==> src/rtl/arp_ctrl.sv <==
// ARP control engine: answers ARP requests with replies and resolves a target IP
// to a MAC with timeout/retry, keeping the result in a single-entry cache.
module arp_ctrl #(
    parameter logic [31:0] BOARD_IP     = 32'hC0_A8_00_02,
    parameter int          RETRY_CYCLES = 125_000_000,
    parameter int          MAX_RETRY    = 3
) (
    input  logic        clk,
    input  logic        rst,
    input  logic        arp_rx_done,
    input  logic        arp_rx_type,
    input  logic [47:0] src_mac,
    input  logic [31:0] src_ip,
    input  logic        gmii_tx_done,
    output logic        arp_tx_en,
    output logic        arp_tx_type,
    output logic [47:0] des_mac,
    output logic [31:0] des_ip,
    input  logic        resolve_req,
    input  logic [31:0] resolve_ip,
    output logic        busy,
    output logic        resolved_valid,
    output logic [31:0] resolved_ip,
    output logic [47:0] resolved_mac,
    output logic        resolve_fail
);

    localparam logic [31:0] TIMER_LAST = 32'(RETRY_CYCLES - 1);
    localparam logic [3:0]  RETRY_LAST = 4'(MAX_RETRY - 1);

    typedef enum logic [1:0] {R_IDLE, R_SEND, R_WAIT} rstate_t;
    typedef enum logic [1:0] {T_IDLE, T_START, T_WAIT} tstate_t;

    rstate_t     rstate;
    tstate_t     tstate;
    logic [31:0] target;
    logic [47:0] reply_mac;
    logic [31:0] reply_ip;
    logic        reply_pending;
    logic        req_pending;
    logic [31:0] timer;
    logic [3:0]  retry;

    logic match;
    logic expire;
    logic req_sent;

    assign match    = arp_rx_done && arp_rx_type && busy && (src_ip == target);
    assign expire   = (rstate == R_WAIT) && (timer == TIMER_LAST);
    // Only the end of our own request frame starts the timeout, not a reply frame.
    assign req_sent = (tstate == T_WAIT) && gmii_tx_done && !arp_tx_type;

    always_ff @(posedge clk or posedge rst) begin
        if (rst) begin
            rstate         <= R_IDLE;
            tstate         <= T_IDLE;
            target         <= '0;
            reply_mac      <= '0;
            reply_ip       <= '0;
            reply_pending  <= 1'b0;
            req_pending    <= 1'b0;
            timer          <= '0;
            retry          <= '0;
            arp_tx_en      <= 1'b0;
            arp_tx_type    <= 1'b0;
            des_mac        <= '0;
            des_ip         <= '0;
            busy           <= 1'b0;
            resolved_valid <= 1'b0;
            resolved_ip    <= '0;
            resolved_mac   <= '0;
            resolve_fail   <= 1'b0;
        end else begin
            arp_tx_en    <= 1'b0;
            resolve_fail <= 1'b0;

            // Transmit scheduler: replies go out before requests.
            case (tstate)
                T_IDLE: begin
                    if (reply_pending) begin
                        arp_tx_en     <= 1'b1;
                        arp_tx_type   <= 1'b1;
                        des_mac       <= reply_mac;
                        des_ip        <= reply_ip;
                        reply_pending <= 1'b0;
                        tstate        <= T_START;
                    end else if (req_pending) begin
                        arp_tx_en   <= 1'b1;
                        arp_tx_type <= 1'b0;
                        des_mac     <= 48'hFF_FF_FF_FF_FF_FF;
                        des_ip      <= target;
                        req_pending <= 1'b0;
                        tstate      <= T_START;
                    end
                end
                T_START: tstate <= T_WAIT;
                T_WAIT:  if (gmii_tx_done) tstate <= T_IDLE;
                default: tstate <= T_IDLE;
            endcase

            // A newer request overwrites an unsent pending reply.
            if (arp_rx_done && !arp_rx_type) begin
                reply_mac     <= src_mac;
                reply_ip      <= src_ip;
                reply_pending <= 1'b1;
            end

            if (timer != 32'hFFFF_FFFF) timer <= timer + 32'd1;

            case (rstate)
                R_IDLE: begin
                    if (resolve_req) begin
                        if (resolve_ip == BOARD_IP) begin
                            resolve_fail <= 1'b1;
                        end else begin
                            target         <= resolve_ip;
                            resolved_valid <= 1'b0;
                            retry          <= '0;
                            busy           <= 1'b1;
                            req_pending    <= 1'b1;
                            rstate         <= R_SEND;
                        end
                    end
                end
                R_SEND, R_WAIT: begin
                    if (match) begin
                        resolved_mac   <= src_mac;
                        resolved_ip    <= target;
                        resolved_valid <= 1'b1;
                        busy           <= 1'b0;
                        req_pending    <= 1'b0;
                        rstate         <= R_IDLE;
                    end else if (rstate == R_SEND) begin
                        if (req_sent) begin
                            timer  <= '0;
                            rstate <= R_WAIT;
                        end
                    end else if (expire) begin
                        retry <= retry + 4'd1;
                        if (retry == RETRY_LAST) begin
                            resolve_fail <= 1'b1;
                            busy         <= 1'b0;
                            rstate       <= R_IDLE;
                        end else begin
                            req_pending <= 1'b1;
                            rstate      <= R_SEND;
                        end
                    end
                end
                default: rstate <= R_IDLE;
            endcase
        end
    end

endmodule

==> config.mk <==
export PLATFORM = sky130hd
export DESIGN_NAME = arp_ctrl
export DESIGN_NICKNAME = d
export VERILOG_FILES = /design/src/rtl/arp_ctrl.sv
export SDC_FILE = /design/constraint.sdc
export NUM_CORES = 1
export LEC_CHECK = 0
export CELL_PAD_IN_SITES_DETAIL_PLACEMENT = 0
export CELL_PAD_IN_SITES_GLOBAL_PLACEMENT = 1
export CORE_UTILIZATION = 44
export CTS_CLUSTER_SIZE = 25
export DETAILED_ROUTE_END_ITERATION = 8
export GPL_ROUTABILITY_DRIVEN = 1
export PLACE_DENSITY = 0.91
export SYNTH_ARGS = -nofsm -noshare
export SYNTH_HDL_FRONTEND = slang
export SYNTH_SLANG_ARGS = --single-unit
==> constraint.sdc <==
create_clock -name clk -period 26.5 [get_ports clk]
set_input_delay 5.3 -clock clk [delete_from_list [all_inputs] [get_ports clk]]
set_output_delay 5.3 -clock clk [all_outputs]
set_load 0.05 [all_outputs]
==> results list, run 1 <==
* Run status: finished clean
- Synthesis inferred 319 register bits.
- The first global-routing pass estimated 51.42 mm of wire.
- The die covers 30,790 um^2.
- Entering global routing, the biggest net connects 111 pins.
- Critical path fanouts, max: 110
- Met3 Routed Length: 1.377 mm
- Headroom to the max-slew limit came out at 0.2804.
* Number of buffers between clock root and the deepest sink: 3
* Final Cell Area: 17,700 um^2
* Startpoint types: input port
- Number of vias in the routed layout: 8,945
- The mapped netlist covers 13,240 um^2.
* Placement-stage cell area: 16,480 um^2
- Using the TritonRoute via totals, the vias-per-cell ratio works out to 5.296.
* Post-detailed-routing wire length: 32.78 mm
* Wl on met1: 14.00 mm
- The top cell types in the final layout, fill and taps aside, are 318 x dfrtp_1, 282 x clkdlybuf4s50_1, 192 x mux2_2.
- At the end of the flow the core is filled with cells to 0.5973.
- Clock transition at the registers of the reported paths: 60 ps
* Share of synthesized flip-flops with an asynchronous set or reset: 1.000
- In the global route stage, overall resource usage came out at 0.2140.
- Worst hold slack across all endpoints: 477.2 ps
* LEAKAGE: 7.474 nW
* CTS tree: yes
- Least-Margin Pin Slew: 1076 ps
- Among all flip-flop cells after synthesis, the most frequent one is dfrtp_1.
* Fillers: 2,376
- Worst Setup Slack, final: 18,830 ps
* DRT Pass-1 Iters: 4
* Die X: 175.5 um
- Portion of synthesized cell area occupied by the leading cell type: 0.6029
* Worst EP required: 27,030 ps
- Wire per inst: 19.41 um
* Number of CTS-inserted buffers: 35
* Routed length on met2: 16.57 mm
- Arrival time worst endpoint: 8200 ps
* Biggest area contributors in the synthesized netlist: dfrtp_1 60%, mux2_2 16%, o22a_1 3.2%
* Hold Fails Final Rpt: 0
* Clk sink count: 319
- Final cycle utilization of the critical path: 0.2894
- Counting flops with a built-in enable in the synthesized netlist gives 0.
- After detailed routing, the number of remaining DRC violations is 0.
- Class of the most critical setup path: in2async
* Kind of capture point of the worst setup path: asynchronous set/reset pin
- Most common cell after layout, fill and taps aside: dfrtp_1
* Share of post-route cells with drive strength above 1: 0.2133
- Uppermost layer routed: met4
- Routability-driven placement finished with a final weighted congestion of 0.8279.
- The count of buffers added on input and output ports is 282.
- Initial drt markers: 533
- Across the run, the number of max-cap violations was 0.
- For the worst-skew pair, the clock arrives at the later sink with an insertion delay of 510 ps.
- CTS Root Cell: clkbuf_16
- At the placement stage, the worst setup path has a slack of 18,130 ps.
* Antenna violations before repair: 5
- Setup Viol. Count Final: 0
- The final-report max-slew violation count came to 0.
- Gates resized, CTS repair: 0
- From synthesis to final layout, the design area changed by 33.70%.
- For this run, the number of Yosys warnings is 0.
* Via count of the first global-routing pass: 9,243
- At the end of the flow, the number of nets in the layout was 1,394.
- The H-tree was split into 2 levels.
- Highest Clock Rate: 0.1304 GHz
- Count of mapped cells out of synthesis: 991
* Library cells used by synthesis: 50
* Effective utilization at floorplan: 0.4467
- Setup fix buffers added after clock tree synthesis: 0
- Number of cells after detailed placement: 1,622
- Counting every net in the synthesized netlist gives 1,116.
- Measured along the y axis, the die boundary spans 175.5 um.
* Placement row count: 63
- Final setup skew: 24.93 ps
- For this run, the register share of the synthesized area comes to 0.6029.
* Power density cells: 111.7 nW/um^2
- The smallest clock period supported by the final layout is computed as 7670 ps.
- Peak supply drop: 51.22 uV
- GRT overflow: 0
* Type of the most critical hold path: reg2reg
- Largest area contributor in the synthesized netlist: dfrtp_1
* Number of nets still failing antenna checks after routing: 0
- In this run the standard cell core region covers 29,640 um^2.
- DP Wirelength: 22.53 mm
- The design draws 1.978 mW.
- Final Instance Count excl. Fillers: 1,689
- RSZ-0062 raised after global routing: no
- Avg Inst Size Synth: 13.36 um^2
- Final-layout setup total negative slack: 0 ps
- Number of buffers added to fix hold violations after cts: 0
- Number of placed I/O pins: 283
[cell families (layout without fill, tap and decap cells)]
logic type                 count (synthesis)  in the layout  synth area share
DFF                                      319            319            0.6029
muxes                                    230            230            0.1920
and+or+nand+nor                          198            198           0.07957
AOI/OAI and AO/OA                        115            115           0.06161
buffers and inverters                     63            366           0.01824
xor gates and xnor gates                  59             59           0.03903
adders and majority gates                  7              7          0.006615
other                                      0              5                 0
[where the power goes]
group / total, mW / leakage [nW] / internal (mW) / switching, mW
clock network: 0.500 / 0.600 / 0.310 / 0.190
registers: 0.741 / 3.84 / 0.623 / 0.118
logic: 0.736 / 3.03 / 0.291 / 0.445
total: 1.98 / 7.47 / 1.22 / 0.754
[registers in the layout (all words and copies together) (netlist names), 2 cells and up]
register and flops:
des_mac 48, reply_mac 48, resolved_mac 48, des_ip 32, reply_ip 32, resolved_ip 32, target 32, timer 32
retry 4, rstate 2, tstate 2
[routing by layer]
| layer | GRT usage | up-vias |
|---|---|---|
| li1 | - | 4131 |
| met1 | 0.2822 | 4544 |
| met2 | 0.3604 | 224 |
| met3 | 0.03290 | 46 |
| met4 | 0.07283 | 0 |
| met5 | 0 | - |
[Yosys cell counts, types with 4 or more instances]
master	n
dfrtp_1	319
mux2_2	192
nor2_1	71
o22a_1	48
xnor2_1	48
clkbuf_1	44
a21oi_1	40
mux2i_1	38
nand2_1	24
nand4_1	20
nor4_1	16
nand3_1	13
nor3_1	11
xor2_1	11
inv_1	10
and4_1	8
ha_1	7
nor4b_1	7
buf_1	5
nand2b_1	5
o21ai_0	5
o31ai_1	5
buf_2	4
[area by class of cell]
type | instances | area, um^2 | area share
sequential | 319 | 7984 | 0.4510
inverter | 10 | 45.04 | 0.002545
tap | 390 | 488.0 | 0.02757
timing repair buffer | 294 | 2913 | 0.1645
antenna | 5 | 12.51 | 0.0007068
clock buffer | 53 | 1075 | 0.06072
clock inverter | 9 | 138.9 | 0.007846
multi-input combinational | 609 | 5046 | 0.2851
[worst max-delay path, cell delays in order]
cell and delay (ps):
clkdlybuf4s50_1 500, inv_8 550, buf_4 900, buf_4 820
[worst paths after layout]
kind | startpoint | end | slack, ps | cells after the start
hold / removal | reply_mac[30] | des_mac[30] | 480 | 1
min in group asynchronous | rst | resolved_mac[38] | 5360 | 2
setup / recovery | rst | des_mac[18] | 18830 | 4
max in group clk | src_ip[30] | retry[2] | 19080 | 8
hold reg to reg | reply_mac[30] | des_mac[30] | 480 | 1
setup reg to reg | target[30] | retry[2] | 23860 | 7
Note: power is estimated with default switching activity, not from simulation.
==> run 2: changes to the inputs <==
- CORE_UTILIZATION: 44 -> 37
- PLACE_DENSITY: 0.91 -> 0.82
- clock period: 26.5 -> 6.9 ns (I/O delays scaled with it)
==> results list, run 2 (synthesis gave the netlist of run 1 again) <==
* Final cell utilization of the core: 0.5101 (-0.08719)
- Peak supply drop: 265.8 uV (+420%)
- The register area is 7984 um^2 (unchanged).
- The initial antenna violation count is 2 (-3).
- The critical path is of the in2reg type.
- The library cell used most frequently in the layout, excluding fill and tap cells, is dfrtp_1.
- The H-tree depth came to 2 (unchanged).
* Highest Clock Rate: 0.2135 GHz
- The worst path arrival time was 5060 ps (-3140 ps).
- The post-placement setup slack came to 1539 ps (-16,590 ps).
- GRT overflow: 0 (unchanged)
- Fillers: 3,075 (+29%)
- Number of buffers between clock root and the deepest sink: 3 (unchanged)
* Via count of the first global-routing pass: 9,462 (+2.4%)
* Type of the most critical hold path: reg2reg
- Initial drt markers: 376 (-29%)
* Min Tclk post-route: 4685 ps
- Number of vias in the routed layout: 8,912 (-0.37%)
* Worst reg-to-reg setup slack: 3130 ps (-20,730 ps)
* Clock Latency Late Sink: 520 ps (about the same)
* Area enclosed by the die boundary: 36,540 um^2 (+19%)
* Share of post-route cells with drive strength above 1: 0.2124 (-0.0009369)
- Cell at the slowest stage of the critical path: nand4_1
- RSZ-0062 raised after global routing: no
* Worst r2r dst: resolved_ip[5]
- Routed vias/inst: 5.087 (-4.0%)
- In the final layout, the registers with the most flip-flops are des_mac (48), reply_mac (48), resolved_mac (48).
- Max-capacitance violation count: 0 (unchanged)
- Least-Margin Pin Slew: 1111 ps (+34.94 ps)
- Relative to the synthesized area, the layout overhead comes to 34.39%.
* Run status: finished clean
- The final-report max-slew violation count is 0 (unchanged).
- Worst Reg-to-Reg Cells: 6 (-1)
- Area of the core: 34,880 um^2 (+18%)
- Capture point of the critical path: resolved_ip[5]
- Number of remaining DRC errors: 0 (unchanged)
- Kind of capture point of the worst setup path: register
* List of cells traversed by the critical path: clkdlybuf4s50_1 > xnor2_1 > nand4_1 > nor4_1 > nand4_1 > buf_4 > mux2_2
* Number of cells on the critical path: 7 (+3)
- Power density cells: 427.8 nW/um^2 (+280%)
- Most used cells in the layout excluding fill and tap cells: 318 x dfrtp_1, 282 x clkdlybuf4s50_1, 192 x mux2_2
* Kind of cell with the highest combined delay on the critical path: simple AND/OR/NAND/NOR gates
- Final-layout setup total negative slack: 0 ps (unchanged)
- Startpoint types: input port
- Clk sink count: 319 (unchanged)
- Worst EP required: 7270 ps (-19,760 ps)
- The final routed wire length divided by cell count came to 19.05 um (-1.9%).
- The final estimated routing congestion in global placement came to 0.7771 (-6.1%).
* Slew margin rel.: 0.2570 (-0.02338)
- The first-pass GRT wire length was 52.27 mm (+1.7%).
* Number of nets still failing antenna checks after routing: 0 (unchanged)
- Number of CTS-inserted buffers: 36 (+2.9%)
- The die extent in y is 191.2 um (+8.9%).
* Die X: 191.2 um (+8.9%)
- # nets final: 1,392 (-0.14%)
- Cell occurring most often along the worst timing path: nand4_1
* CTS Root Cell: clkbuf_16
- DRT Pass-1 Iters: 4 (unchanged)
- Dividing the final minimum period by the clock period gives 0.6790.
- The count of final setup violators came to 0 (unchanged).
- The largest net degree at the start of global routing came to 168 (+51%).
- Post-detailed-routing wire length: 33.37 mm (+1.8%)
- The half-perimeter wire length of the detailed placement result came to 22.38 mm (-0.65%).
* Critical path origin: src_ip[30]
- The overall routing resource usage was 0.1829 (-0.03102).
* Hold Fails Final Rpt: 0 (unchanged)
- Number of buffers added to fix hold violations after cts: 0 (unchanged)
- Critical path buffer and inverter count: 2 (-2)
* Effective utilization at floorplan: 0.3796 (-0.06717)
- Final setup skew: 25.08 ps (+0.1498 ps)
- Number of placed I/O pins: 283 (unchanged)
* Setup fix buffers added after clock tree synthesis: 0 (unchanged)
* Worst Setup Slack, final: 2215 ps (-16,620 ps)
- Placement row count: 68 (+7.9%)
- The leakage power is 7.466 nW (-0.10%).
* Stage delay of the slowest cell on the critical path: 840 ps (-60 ps)
- Critical path fanouts, max: 71 (-35%)
* RR Startpoint: target[30]
- CTS tree: yes
* Gates resized, CTS repair: 0 (unchanged)
- Footprint of the multi-input gates: 5046 um^2 (unchanged)
* Clock transition at the registers of the reported paths: 60 ps (about the same)
- Total of buffers placed on input and output ports: 282 (unchanged)
run 2: how the worst min path moves through the flow:
stage | start | to | slack [ps] | cells after the start
after floorplan | reply_mac[0] | des_mac[0] | 450 | 1
after detailed placement | reply_mac[9] | des_mac[9] | 470 | 1
after CTS | reply_mac[9] | des_mac[9] | 480 | 1
after global placement | reply_mac[8] | des_mac[8] | 460 | 1
final | reply_mac[2] | des_mac[2] | 470 | 1
after global routing | reply_mac[3] | des_mac[3] | 500 | 1
run 2: where the power goes:
group / total [mW] / switching [mW] / internal [mW]
registers: 2.84 / 0.443 / 2.39
clock network: 1.95 / 0.759 / 1.19
logic: 2.83 / 1.71 / 1.12
run 2: per-stage QoR:
step                      cells  cell area (um^2)  power [mW]  hold WS (ps)
after floorplan             991             13240       4.739         454.4
after global placement     1684             16560       5.664         459.1
after detailed placement   1684             16560       5.717         468.0
after CTS                  1750             17790       7.702         480.1
after global routing       1752             17790       8.017         495.5
final                      1752             17790       7.612         474.8
run 2: layer usage:
| metal | share of wire | track usage | up-vias |
|---|---|---|---|
| met5 | 0 | 0 | - |
| met4 | 0.026 | 0.05922 | 0 |
| met3 | 0.047 | 0.03011 | 50 |
| met2 | 0.49 | 0.3109 | 208 |
| met1 | 0.44 | 0.2370 | 4532 |
| li1 | - | - | 4122 |
run 2: worst register-to-register path, cell delays in order (launching register included):
cell and delay (ps):
dfrtp_1 420, xnor2_1 320, nand4_1 160, nor4_1 690, nand4_1 840, buf_4 750
mux2_2 460
run 2: final cells by class:
| class | instances | area share |
|---|---|---|
| Antenna cell | 2 | 0.0002813 |
| Clock buffer | 52 | 0.05977 |
| Clock inverter | 14 | 0.009493 |
| Inverter | 10 | 0.002321 |
| Tap cell | 455 | 0.03199 |
| Sequential cell | 319 | 0.4487 |
| Multi-Input combinational cell | 609 | 0.2836 |
| Timing Repair Buffer | 291 | 0.1638 |
==> run 3: changes to the inputs <==
- clock period: 6.9 -> 4.14 ns (I/O delays scaled with it)
==> results list, run 3 (synthesis gave the netlist of run 1 again) <==
- The run finished with clean final reports.
- The width of the chip was 191.2 um (unchanged).
- Clk sink count: 319 (unchanged)
- The overall via count from detail_route is 9,006 (+1.1%).
* Placement row count: 68 (unchanged)
* Least-Margin Pin Slew: 1108 ps (-2.853 ps)
- The data required time at the worst endpoint is 4540 ps (-2730 ps).
- The max-cap violation count came to 0 (unchanged).
* Via count of the first global-routing pass: 9,346 (-1.2%)
- Setup Viol. Count Final: 0 (unchanged)
* Number of cells after detailed placement: 1,693 (+0.53%)
- Wire per inst: 19.22 um (+0.89%)
- Slew margin rel.: 0.2616 (+0.004524)
- Initial drt markers: 394 (+4.8%)
- The maximum clock insertion buffer count is 3 (unchanged).
* Die outline height: 191.2 um (unchanged)
- The hold slack was 478.2 ps (+3.423 ps).
* Largest regs: des_mac (48), reply_mac (48), resolved_mac (48)
* RSZ-0062 raised after global routing: no
- Gates resized, CTS repair: 0 (unchanged)
* Aggregate global-route resource usage: 0.1857 (+0.002795)
* Worst slack after detailed placement: 661.1 ps (-877.6 ps)
* Type of the most critical hold path: reg2reg
- Min Tclk post-route: 2972 ps
- The post-route non-filler standard cell count is 1,756 (+0.23%).
- The H-tree depth came to 2 (unchanged).
* Most common cell after layout, fill and taps aside: dfrtp_1
- LEAKAGE: 7.479 nW (+0.18%)
- The hold-fix buffer count after cts came to 0 (unchanged).
* Worst Setup Slack, final: 1168 ps (-1047 ps)
- The worst setup path is launched from an input port.
* DP Wirelength: 23.35 mm (+4.3%)
* Critical path fanouts, max: 62 (-13%)
* Number of remaining DRC errors: 0 (unchanged)
- The initial antenna violation count came to 2 (unchanged).
- CTS tree: yes
- Number of CTS-inserted buffers: 36 (unchanged)
- The area enclosed by the die boundary came to 36,540 um^2 (unchanged).
* Routability congestion estimate from global placement: 0.8013 (+3.1%)
- Area growth syn-to-layout: 34.46% (about the same)
* Clock Latency Late Sink: 520 ps (about the same)
* Most used cells in the layout excluding fill and tap cells: 318 x dfrtp_1, 282 x clkdlybuf4s50_1, 192 x mux2_2
* Number of placed I/O pins: 283 (unchanged)
- Power density cells: 707.5 nW/um^2 (+65%)
* Clock transition at the registers of the reported paths: 60 ps (about the same)
- The startpoint identified for the worst register-to-register timing path is target[2].
- Share of post-route cells with drive strength above 1: 0.2140 (+0.001656)
- Routed vias/inst: 5.129 (+0.82%)
* Start point of the worst hold path: reply_mac[15]
- Critical path origin: src_ip[30]
- The number of hold violations in the final report was 0 (unchanged).
* Count of pins over their slew limit: 0 (unchanged)
- By startpoint and endpoint, the worst setup path is classified as in2reg.
- Total of buffers placed on input and output ports: 282 (unchanged)
* Effective utilization at floorplan: 0.3796 (unchanged)
- The antenna violation net count after detailed routing came to 0 (unchanged).
- GRT overflow: 0 (unchanged)
* Highest Clock Rate: 0.3365 GHz
- Wire length of the first global-routing pass: 52.83 mm (+1.1%)
- Area of the core: 34,880 um^2 (unchanged)
* # nets final: 1,401 (+0.65%)
- CTS Root Cell: clkbuf_16
- DRT Pass-1 Iters: 4 (unchanged)
- Final cycle utilization of the critical path: 0.7179
- Final cell utilization of the core: 0.5104 (about the same)
- The clock skew was 14.91 ps (-10.18 ps).
- The worst path arrival time is 3370 ps (-1690 ps).
- Maximum number of pins on one net before global-route repair: 92 (-45%)
- The number of buffers inserted to repair setup after CTS was 0 (unchanged).
- Post-detailed-routing wire length: 33.75 mm (+1.1%)
- Kind of capture point of the worst setup path: register
- Peak supply drop: 385.1 uV (+45%)
- The overall power consumption was 12.60 mW (+65%).
[run 3: path summary, 6_finish.rpt]
check	to	slack, ps	cells after the start
min reg2reg	des_mac[15]	480	1
max in group asynchronous	reply_mac[35]	2500	3
max reg2reg	resolved_mac[35]	1500	6
min in group asynchronous	reply_mac[10]	750	2
min	des_mac[15]	480	1
max	resolved_mac[35]	1170	7
[run 3: layout make-up]
cell class                 instances  area (um^2)
timing repair buffer             300         3008
tap                              455        569.3
inverter                          10        41.29
clock buffer                      51         1017
sequential                       319         7984
multi-input combinational        609         5046
fill                            3118        17080
antenna                            2        5.005
clock inverter                    10        132.6
[run 3: metal layers]
layer	vias up	share of wire	wire length [um]	global-route usage
met5	-	0	0	0
met2	233	0.49	16570	0.3115
li1	4152	-	-	-
met3	53	0.051	1732	0.03323
met1	4568	0.43	14580	0.2437
met4	0	0.026	869	0.05769
[run 3: critical path: stages]
cell             delay (ps)
clkdlybuf4s50_1         470
xnor2_1                 310
nand4_1                 150
nor4_1                  510
nand4_1                 200
buf_4                   410
mux2_2                  410
[run 3: where the power goes]
part	internal, mW	switching [mW]	total, mW
combinational	1.88	2.87	4.75
clock	1.85	1.25	3.10
sequential	3.99	0.762	4.75
[run 3: per-stage QoR]
stage / area (um^2) / setup TNS, ps
final: 17800 / 0
after global routing: 17800 / 0
after CTS: 17800 / 0
after detailed placement: 16650 / 0
after global placement: 16650 / 0
after floorplan: 13240 / -300120
